## config.mk

```make
export PLATFORM = sky130hd
export DESIGN_NAME = mem_arbiter_flat
export DESIGN_NICKNAME = d
export VERILOG_FILES = /design/src/rtl/mem_arb_pkg.sv /design/src/rtl/mem_arbiter_if.sv /design/src/rtl/mem_arbiter.sv /design/src/flat_wrapper.sv
export SDC_FILE = /design/constraint.sdc
export NUM_CORES = 1
export LEC_CHECK = 0
export ABC_AREA = 1
export CAP_MARGIN = 20
export CORE_AREA = 5 5 104 106
export CTS_CLUSTER_SIZE = 14
export DETAILED_ROUTE_END_ITERATION = 7
export DIE_AREA = 0 0 109 111
export MAX_ROUTING_LAYER = met4
export PLACE_DENSITY = 0.83
export SYNTH_ARGS = -nofsm -noshare
export SYNTH_HDL_FRONTEND = slang
export SYNTH_SLANG_ARGS = --single-unit
```

## constraint.sdc

```tcl
create_clock -name CLK -period 1.4 [get_ports CLK]
set_input_delay 0.28 -clock CLK [delete_from_list [all_inputs] [get_ports CLK]]
set_output_delay 0.28 -clock CLK [all_outputs]
set_load 0.02 [all_outputs]
```

## src/rtl/mem_arb_pkg.sv

```systemverilog
// Shared types and default sizing for the two-port memory arbiter.
// Owner-state encoding tracks which port, if any, has a read in flight.
package mem_arb_pkg;

    localparam int DEF_ADDR_W     = 10;
    localparam int DEF_DATA_W     = 32;
    localparam int DEF_STARVE_MAX = 4;

    typedef enum logic [1:0] {
        IDLE    = 2'd0,
        IF_PEND = 2'd1,
        D_PEND  = 2'd2
    } owner_state_e;

endpackage

```

## src/rtl/mem_arbiter_if.sv

```systemverilog
// Bundle of the fetch port, data port and shared RAM port of the arbiter.
// The slave modport is the arbiter's view; master is the surrounding system.
interface mem_arbiter_if
    import mem_arb_pkg::*;
#(
    parameter int ADDR_W = DEF_ADDR_W,
    parameter int DATA_W = DEF_DATA_W
);

    logic              if_req;
    logic [ADDR_W-1:0] if_addr;
    logic              if_gnt;
    logic              if_rvalid;
    logic [DATA_W-1:0] if_rdata;

    logic              d_req;
    logic              d_we;
    logic [ADDR_W-1:0] d_addr;
    logic [DATA_W-1:0] d_wdata;
    logic              d_gnt;
    logic              d_rvalid;
    logic [DATA_W-1:0] d_rdata;

    logic              mem_en;
    logic              mem_we;
    logic [ADDR_W-1:0] mem_addr;
    logic [DATA_W-1:0] mem_wdata;
    logic [DATA_W-1:0] mem_rdata;

    modport slave (
        input  if_req, if_addr, d_req, d_we, d_addr, d_wdata, mem_rdata,
        output if_gnt, if_rvalid, if_rdata, d_gnt, d_rvalid, d_rdata,
        output mem_en, mem_we, mem_addr, mem_wdata
    );

    modport master (
        output if_req, if_addr, d_req, d_we, d_addr, d_wdata, mem_rdata,
        input  if_gnt, if_rvalid, if_rdata, d_gnt, d_rvalid, d_rdata,
        input  mem_en, mem_we, mem_addr, mem_wdata
    );

endinterface

```

## src/rtl/mem_arbiter.sv

```systemverilog
// Arbitrates instruction fetch and data accesses onto one single-port synchronous RAM.
// Data wins contention unless fetch has already lost STARVE_MAX cycles in a row.
module mem_arbiter
    import mem_arb_pkg::*;
#(
    parameter int ADDR_W     = DEF_ADDR_W,
    parameter int DATA_W     = DEF_DATA_W,
    parameter int STARVE_MAX = DEF_STARVE_MAX
) (
    input  logic          CLK,
    input  logic          RSTn,
    mem_arbiter_if.slave  bus
);

    localparam int             CNT_W      = $clog2(STARVE_MAX + 1);
    localparam logic [CNT_W-1:0] STARVE_LIM = CNT_W'(STARVE_MAX);

    owner_state_e      state_r;
    owner_state_e      state_next_s;
    logic [CNT_W-1:0]  starve_cnt_r;
    logic              if_gnt_s;
    logic              d_gnt_s;
    logic [ADDR_W-1:0] mem_addr_s;
    logic [DATA_W-1:0] if_rdata_r;
    logic [DATA_W-1:0] d_rdata_r;

    // Grant selection; grants are forced low while reset is held
    always_comb begin
        if_gnt_s = 1'b0;
        d_gnt_s  = 1'b0;
        if (!RSTn) begin
            if_gnt_s = 1'b0;
            d_gnt_s  = 1'b0;
        end else if (bus.if_req && (!bus.d_req || (starve_cnt_r == STARVE_LIM))) begin
            if_gnt_s = 1'b1;
        end else if (bus.d_req) begin
            d_gnt_s = 1'b1;
        end else begin
            if_gnt_s = 1'b0;
            d_gnt_s  = 1'b0;
        end
    end

    // Shared RAM port driven from the winner of this cycle
    always_comb begin
        mem_addr_s    = if_gnt_s ? bus.if_addr : bus.d_addr;
        bus.mem_addr  = mem_addr_s;
        bus.mem_wdata = bus.d_wdata;
        bus.mem_en    = if_gnt_s | d_gnt_s;
        bus.mem_we    = d_gnt_s & bus.d_we;
        bus.if_gnt    = if_gnt_s;
        bus.d_gnt     = d_gnt_s;
    end

    // Consecutive-loss counter for the fetch port, saturating at the limit
    always_ff @(posedge CLK or negedge RSTn) begin
        if (!RSTn) begin
            starve_cnt_r <= {CNT_W{1'b0}};
        end else if (bus.if_req && !if_gnt_s) begin
            if (starve_cnt_r != STARVE_LIM) begin
                starve_cnt_r <= starve_cnt_r + CNT_W'(1'b1);
            end else begin
                starve_cnt_r <= starve_cnt_r;
            end
        end else begin
            starve_cnt_r <= {CNT_W{1'b0}};
        end
    end

    // Owner state register
    always_ff @(posedge CLK or negedge RSTn) begin
        if (!RSTn) begin
            state_r <= IDLE;
        end else begin
            state_r <= state_next_s;
        end
    end

    // Owner next state: re-evaluated every cycle so pending reads can overlap new grants
    always_comb begin
        state_next_s = IDLE;
        if (if_gnt_s) begin
            state_next_s = IF_PEND;
        end else if (d_gnt_s && !bus.d_we) begin
            state_next_s = D_PEND;
        end else begin
            state_next_s = IDLE;
        end
    end

    // Read-return outputs: pass RAM data through while pending, else show held value
    always_comb begin
        bus.if_rvalid = 1'b0;
        bus.d_rvalid  = 1'b0;
        bus.if_rdata  = if_rdata_r;
        bus.d_rdata   = d_rdata_r;
        case (state_r)
            IF_PEND: begin
                bus.if_rvalid = 1'b1;
                bus.if_rdata  = bus.mem_rdata;
            end
            D_PEND: begin
                bus.d_rvalid = 1'b1;
                bus.d_rdata  = bus.mem_rdata;
            end
            IDLE: begin
                bus.if_rvalid = 1'b0;
                bus.d_rvalid  = 1'b0;
            end
            default: begin
                bus.if_rvalid = 1'b0;
                bus.d_rvalid  = 1'b0;
            end
        endcase
    end

    // Capture returned read data so each port keeps its last value between returns
    always_ff @(posedge CLK or negedge RSTn) begin
        if (!RSTn) begin
            if_rdata_r <= {DATA_W{1'b0}};
            d_rdata_r  <= {DATA_W{1'b0}};
        end else begin
            if (state_r == IF_PEND) begin
                if_rdata_r <= bus.mem_rdata;
            end else begin
                if_rdata_r <= if_rdata_r;
            end
            if (state_r == D_PEND) begin
                d_rdata_r <= bus.mem_rdata;
            end else begin
                d_rdata_r <= d_rdata_r;
            end
        end
    end

endmodule

```

## src/flat_wrapper.sv

```systemverilog
// flat-port wrapper written by rule: the top's interface ports become plain ports
module mem_arbiter_flat import mem_arb_pkg::*;
#(
    parameter int ADDR_W     = DEF_ADDR_W,
    parameter int DATA_W     = DEF_DATA_W,
    parameter int STARVE_MAX = DEF_STARVE_MAX
)
  (CLK, RSTn, bus_if_req, bus_if_addr, bus_d_req, bus_d_we, bus_d_addr, bus_d_wdata, bus_mem_rdata, bus_if_gnt, bus_if_rvalid, bus_if_rdata, bus_d_gnt, bus_d_rvalid, bus_d_rdata, bus_mem_en, bus_mem_we, bus_mem_addr, bus_mem_wdata);
  mem_arbiter_if #(.ADDR_W(ADDR_W), .DATA_W(DATA_W)) bus_i ();
  input  logic CLK;
  input  logic RSTn;
  input wire logic [$bits(bus_i.if_req)-1:0] bus_if_req;
  input wire logic [$bits(bus_i.if_addr)-1:0] bus_if_addr;
  input wire logic [$bits(bus_i.d_req)-1:0] bus_d_req;
  input wire logic [$bits(bus_i.d_we)-1:0] bus_d_we;
  input wire logic [$bits(bus_i.d_addr)-1:0] bus_d_addr;
  input wire logic [$bits(bus_i.d_wdata)-1:0] bus_d_wdata;
  input wire logic [$bits(bus_i.mem_rdata)-1:0] bus_mem_rdata;
  output wire logic [$bits(bus_i.if_gnt)-1:0] bus_if_gnt;
  output wire logic [$bits(bus_i.if_rvalid)-1:0] bus_if_rvalid;
  output wire logic [$bits(bus_i.if_rdata)-1:0] bus_if_rdata;
  output wire logic [$bits(bus_i.d_gnt)-1:0] bus_d_gnt;
  output wire logic [$bits(bus_i.d_rvalid)-1:0] bus_d_rvalid;
  output wire logic [$bits(bus_i.d_rdata)-1:0] bus_d_rdata;
  output wire logic [$bits(bus_i.mem_en)-1:0] bus_mem_en;
  output wire logic [$bits(bus_i.mem_we)-1:0] bus_mem_we;
  output wire logic [$bits(bus_i.mem_addr)-1:0] bus_mem_addr;
  output wire logic [$bits(bus_i.mem_wdata)-1:0] bus_mem_wdata;
  assign bus_i.if_req = bus_if_req;
  assign bus_i.if_addr = bus_if_addr;
  assign bus_i.d_req = bus_d_req;
  assign bus_i.d_we = bus_d_we;
  assign bus_i.d_addr = bus_d_addr;
  assign bus_i.d_wdata = bus_d_wdata;
  assign bus_i.mem_rdata = bus_mem_rdata;
  assign bus_if_gnt = bus_i.if_gnt;
  assign bus_if_rvalid = bus_i.if_rvalid;
  assign bus_if_rdata = bus_i.if_rdata;
  assign bus_d_gnt = bus_i.d_gnt;
  assign bus_d_rvalid = bus_i.d_rvalid;
  assign bus_d_rdata = bus_i.d_rdata;
  assign bus_mem_en = bus_i.mem_en;
  assign bus_mem_we = bus_i.mem_we;
  assign bus_mem_addr = bus_i.mem_addr;
  assign bus_mem_wdata = bus_i.mem_wdata;
  mem_arbiter #(.ADDR_W(ADDR_W), .DATA_W(DATA_W), .STARVE_MAX(STARVE_MAX)) u_core (.CLK(CLK), .RSTn(RSTn), .bus(bus_i));
endmodule
```

==> impl_metrics.tcl <==
set metrics [dict create \
    p_leak_nw 3.15 \
    grt_antenna_before_repair 0 \
    first_global_vias 3361 \
    via_per_inst 4.77 \
    synth_seq_cells 69 \
    drtIter0Drc 96 \
    worst-setup-path-type "flop to output port" \
    fp.dieW_um 109 \
    dieArea_um2 12100 \
    gr-total-overflow 0 \
    max-slew-margin-rel_pct 40.0 \
    worst_setup_path_start_kind "flop" \
    met1Wirelength_um 4950 \
    regArea_um2 1730 \
    antenna_left 0 \
    synth.distinct_cells 18 \
    path_clk_slew_ns 0.08 \
    insertion_delay_ns 0.34 \
    status "complete, but fails checks" \
    period_share_pct 136 \
    vias 3188 \
    htree_num_levels 3 \
    clockBufferDepth 2 \
    final-hold-violation-count 0 \
    grt_max_degree 70 \
    drc 0 \
    gp_congestion 0.803 \
    cts_tree "built" \
    diodes 0 \
    drive_gt1_share_pct 63.9 \
    cts-buffers-inserted 9 \
    n_fill_cell 662 \
    avgSynthCellArea_um2 9.22 \
    pre_cts_ws_ns -0.764 \
    io_pins 201 \
    drt-pass1-iter-count 4 \
    dp_hpwl_um 6490 \
    routed_wl_um 13500 \
    syn_to_final_growth_pct 114 \
    setup_viol 85 \
    skew_ns 0.00646 \
    drv_slew 0 \
    syn_area_um2 3150 \
    synth_fp_nets 433 \
    multi_input_area_um2 1920 \
    min_path_type "input pin to async pin" \
    rows 36 \
    initial_core_util_pct 32.6 \
    end_kind "output port" \
    worst_pin_slew_ns 0.899 \
    max_freq_ghz 0.526 \
    portBuffers 136 \
    utilization_pct 69.6 \
    cp.required_ns 1.12 \
    fin_setup_tns_ns -34.59 \
    power_density_nw_per_um2 1290 \
    violations "negative setup slack" \
    setup_ws_ns -0.503 \
    routed.top_layer "met4" \
    routedWlPerCell_um 20.2 \
    critPathMaxFanout 5 \
    root_buffer "clkbuf_8" \
    ir_drop_uv 624 \
    synth-seq-area-share_pct 54.7 \
    grt_first_pass_wirelength_um 17000 \
    met3_length_um 847 \
    drv_cap 0 \
    cp_data_arrival_time_ns 1.62 \
    cts_sinks 69 \
    syn_inst 342 \
    coreArea_um2 9680 \
    track_usage_pct 18.6 \
    rsz0062_at_grt "yes" \
    yosys_warnings 0 \
    fin_nets 621 \
    met2_length_um 7250 \
    die_y_um 111 \
    period_needed_ns 1.90 \
]
-- path summary, 6_finish.rpt --
path,endpoint,start,cells past startpoint,slack (ns)
setup reg to reg,u_core.d_rdata_r[6]$_DFF_PN0_,u_core.state_r[0]$_DFF_PN0_,10,-0.07
hold / removal,u_core.d_rdata_r[26]$_DFF_PN0_,RSTn,2,0.31
max in group asynchronous,u_core.d_rdata_r[27]$_DFF_PN0_,RSTn,2,0.50
min in group CLK,u_core.state_r[1]$_DFF_PN0_,RSTn,3,0.33
setup / recovery,bus_if_rdata[4],u_core.state_r[1]$_DFF_PN0_,6,-0.50
hold reg to reg,u_core.if_rdata_r[30]$_DFF_PN0_,u_core.if_rdata_r[30]$_DFF_PN0_,2,0.48
-- power breakdown --
group | switching [mW] | total [mW] | internal, mW
sequential | 0.292 | 2.71 | 2.42
combinational | 2.05 | 4.26 | 2.22
clock | 0.774 | 1.74 | 0.968
total | 3.11 | 8.72 | 5.60
-- cells in the final DEF (no fill, tap or decap), drive strengths merged --
cell,n
bufinv,1
nand2,94
nor2,7
nand3,3
clkdlybuf4s50,55
dfrtp,69
clkbuf,18
inv,41
ha,2
buf,165
o21ai,65
xor2,1
clkinv,2
or2,1
nand4,10
clkinvlp,1
-- synth_stat cells --
cell	instances	area [um^2]
ha_1	2	25.0
o21ai_1	9	45.0
o21ai_0	33	165
dfrtp_1	69	1730
nor2_1	7	26.3
buf_4	32	240
buf_2	6	30.0
inv_1	42	158
clkbuf_1	6	22.5
buf_6	4	45.0
nand3_1	2	10.0
buf_8	2	30.0
xor2_1	1	8.76
or2_1	1	6.26
nand2_1	92	345
o21ai_2	23	201
nand2_2	1	6.26
nand4_1	10	62.6
-- metrics by stage --
stage / cell area, um^2 / std cells / hold WS (ns) / total power [mW]
global route: 6740 / 668 / 0.319 / 9.07
detailed placement: 4900 / 606 / 0.458 / 5.51
CTS: 5810 / 645 / 0.296 / 7.83
floorplan: 3350 / 342 / -0.0156 / 4.06
finish: 6740 / 668 / 0.306 / 8.72
global placement: 4900 / 606 / 0.452 / 5.42
-- worst max-delay path, cell delays in order, from the launching register on --
cell,delay (ns)
dfrtp_1,0.40
or2_4,0.28
buf_12,0.16
buf_16,0.15
nand2_4,0.07
o21ai_4,0.07
buf_6,0.14
-- flip-flops by register name, summed over array words and instances, names as in the netlist --
register             count
u_core.starve_cnt_r      3
u_core.state_r           2
u_core.if_rdata_r       32
u_core.d_rdata_r        32
-- layer usage --
layer  vias up  global-route usage, %
li1       1417                      -
met1      1592                   19.9
met4         0                   8.16
met5         -                      -
met2       134                   32.6
met3        45                   3.90
-- cells by family (layout without fill, tap and decap cells) --
family	count (synthesis)	in the layout	share of synthesized area (%)
flops	69	69	54.7
compound gates	65	65	13.1
fa+ha+maj	2	2	0.793
xor+xnor	1	1	0.278
simple gates	113	115	14.5
buf+inv	92	283	16.7
-- cell type report --
cell class / count / area share, %
Sequential cell: 69 / 25.6
Timing Repair Buffer: 225 / 37.9
Clock buffer: 13 / 2.51
Multi-Input combinational cell: 183 / 28.5
Inverter: 42 / 2.41
Clock inverter: 3 / 0.631
Tap cell: 133 / 2.47
-- timing repair --
action,CTS,global route
endpoints found under the setup margin,80,90
hold buffers,0,0
buffers inserted,16,23
gates cloned,7,9
gates resized for setup,557,141
pin swaps,14,13
No activity file was read; power rests on OpenSTA's default activity.
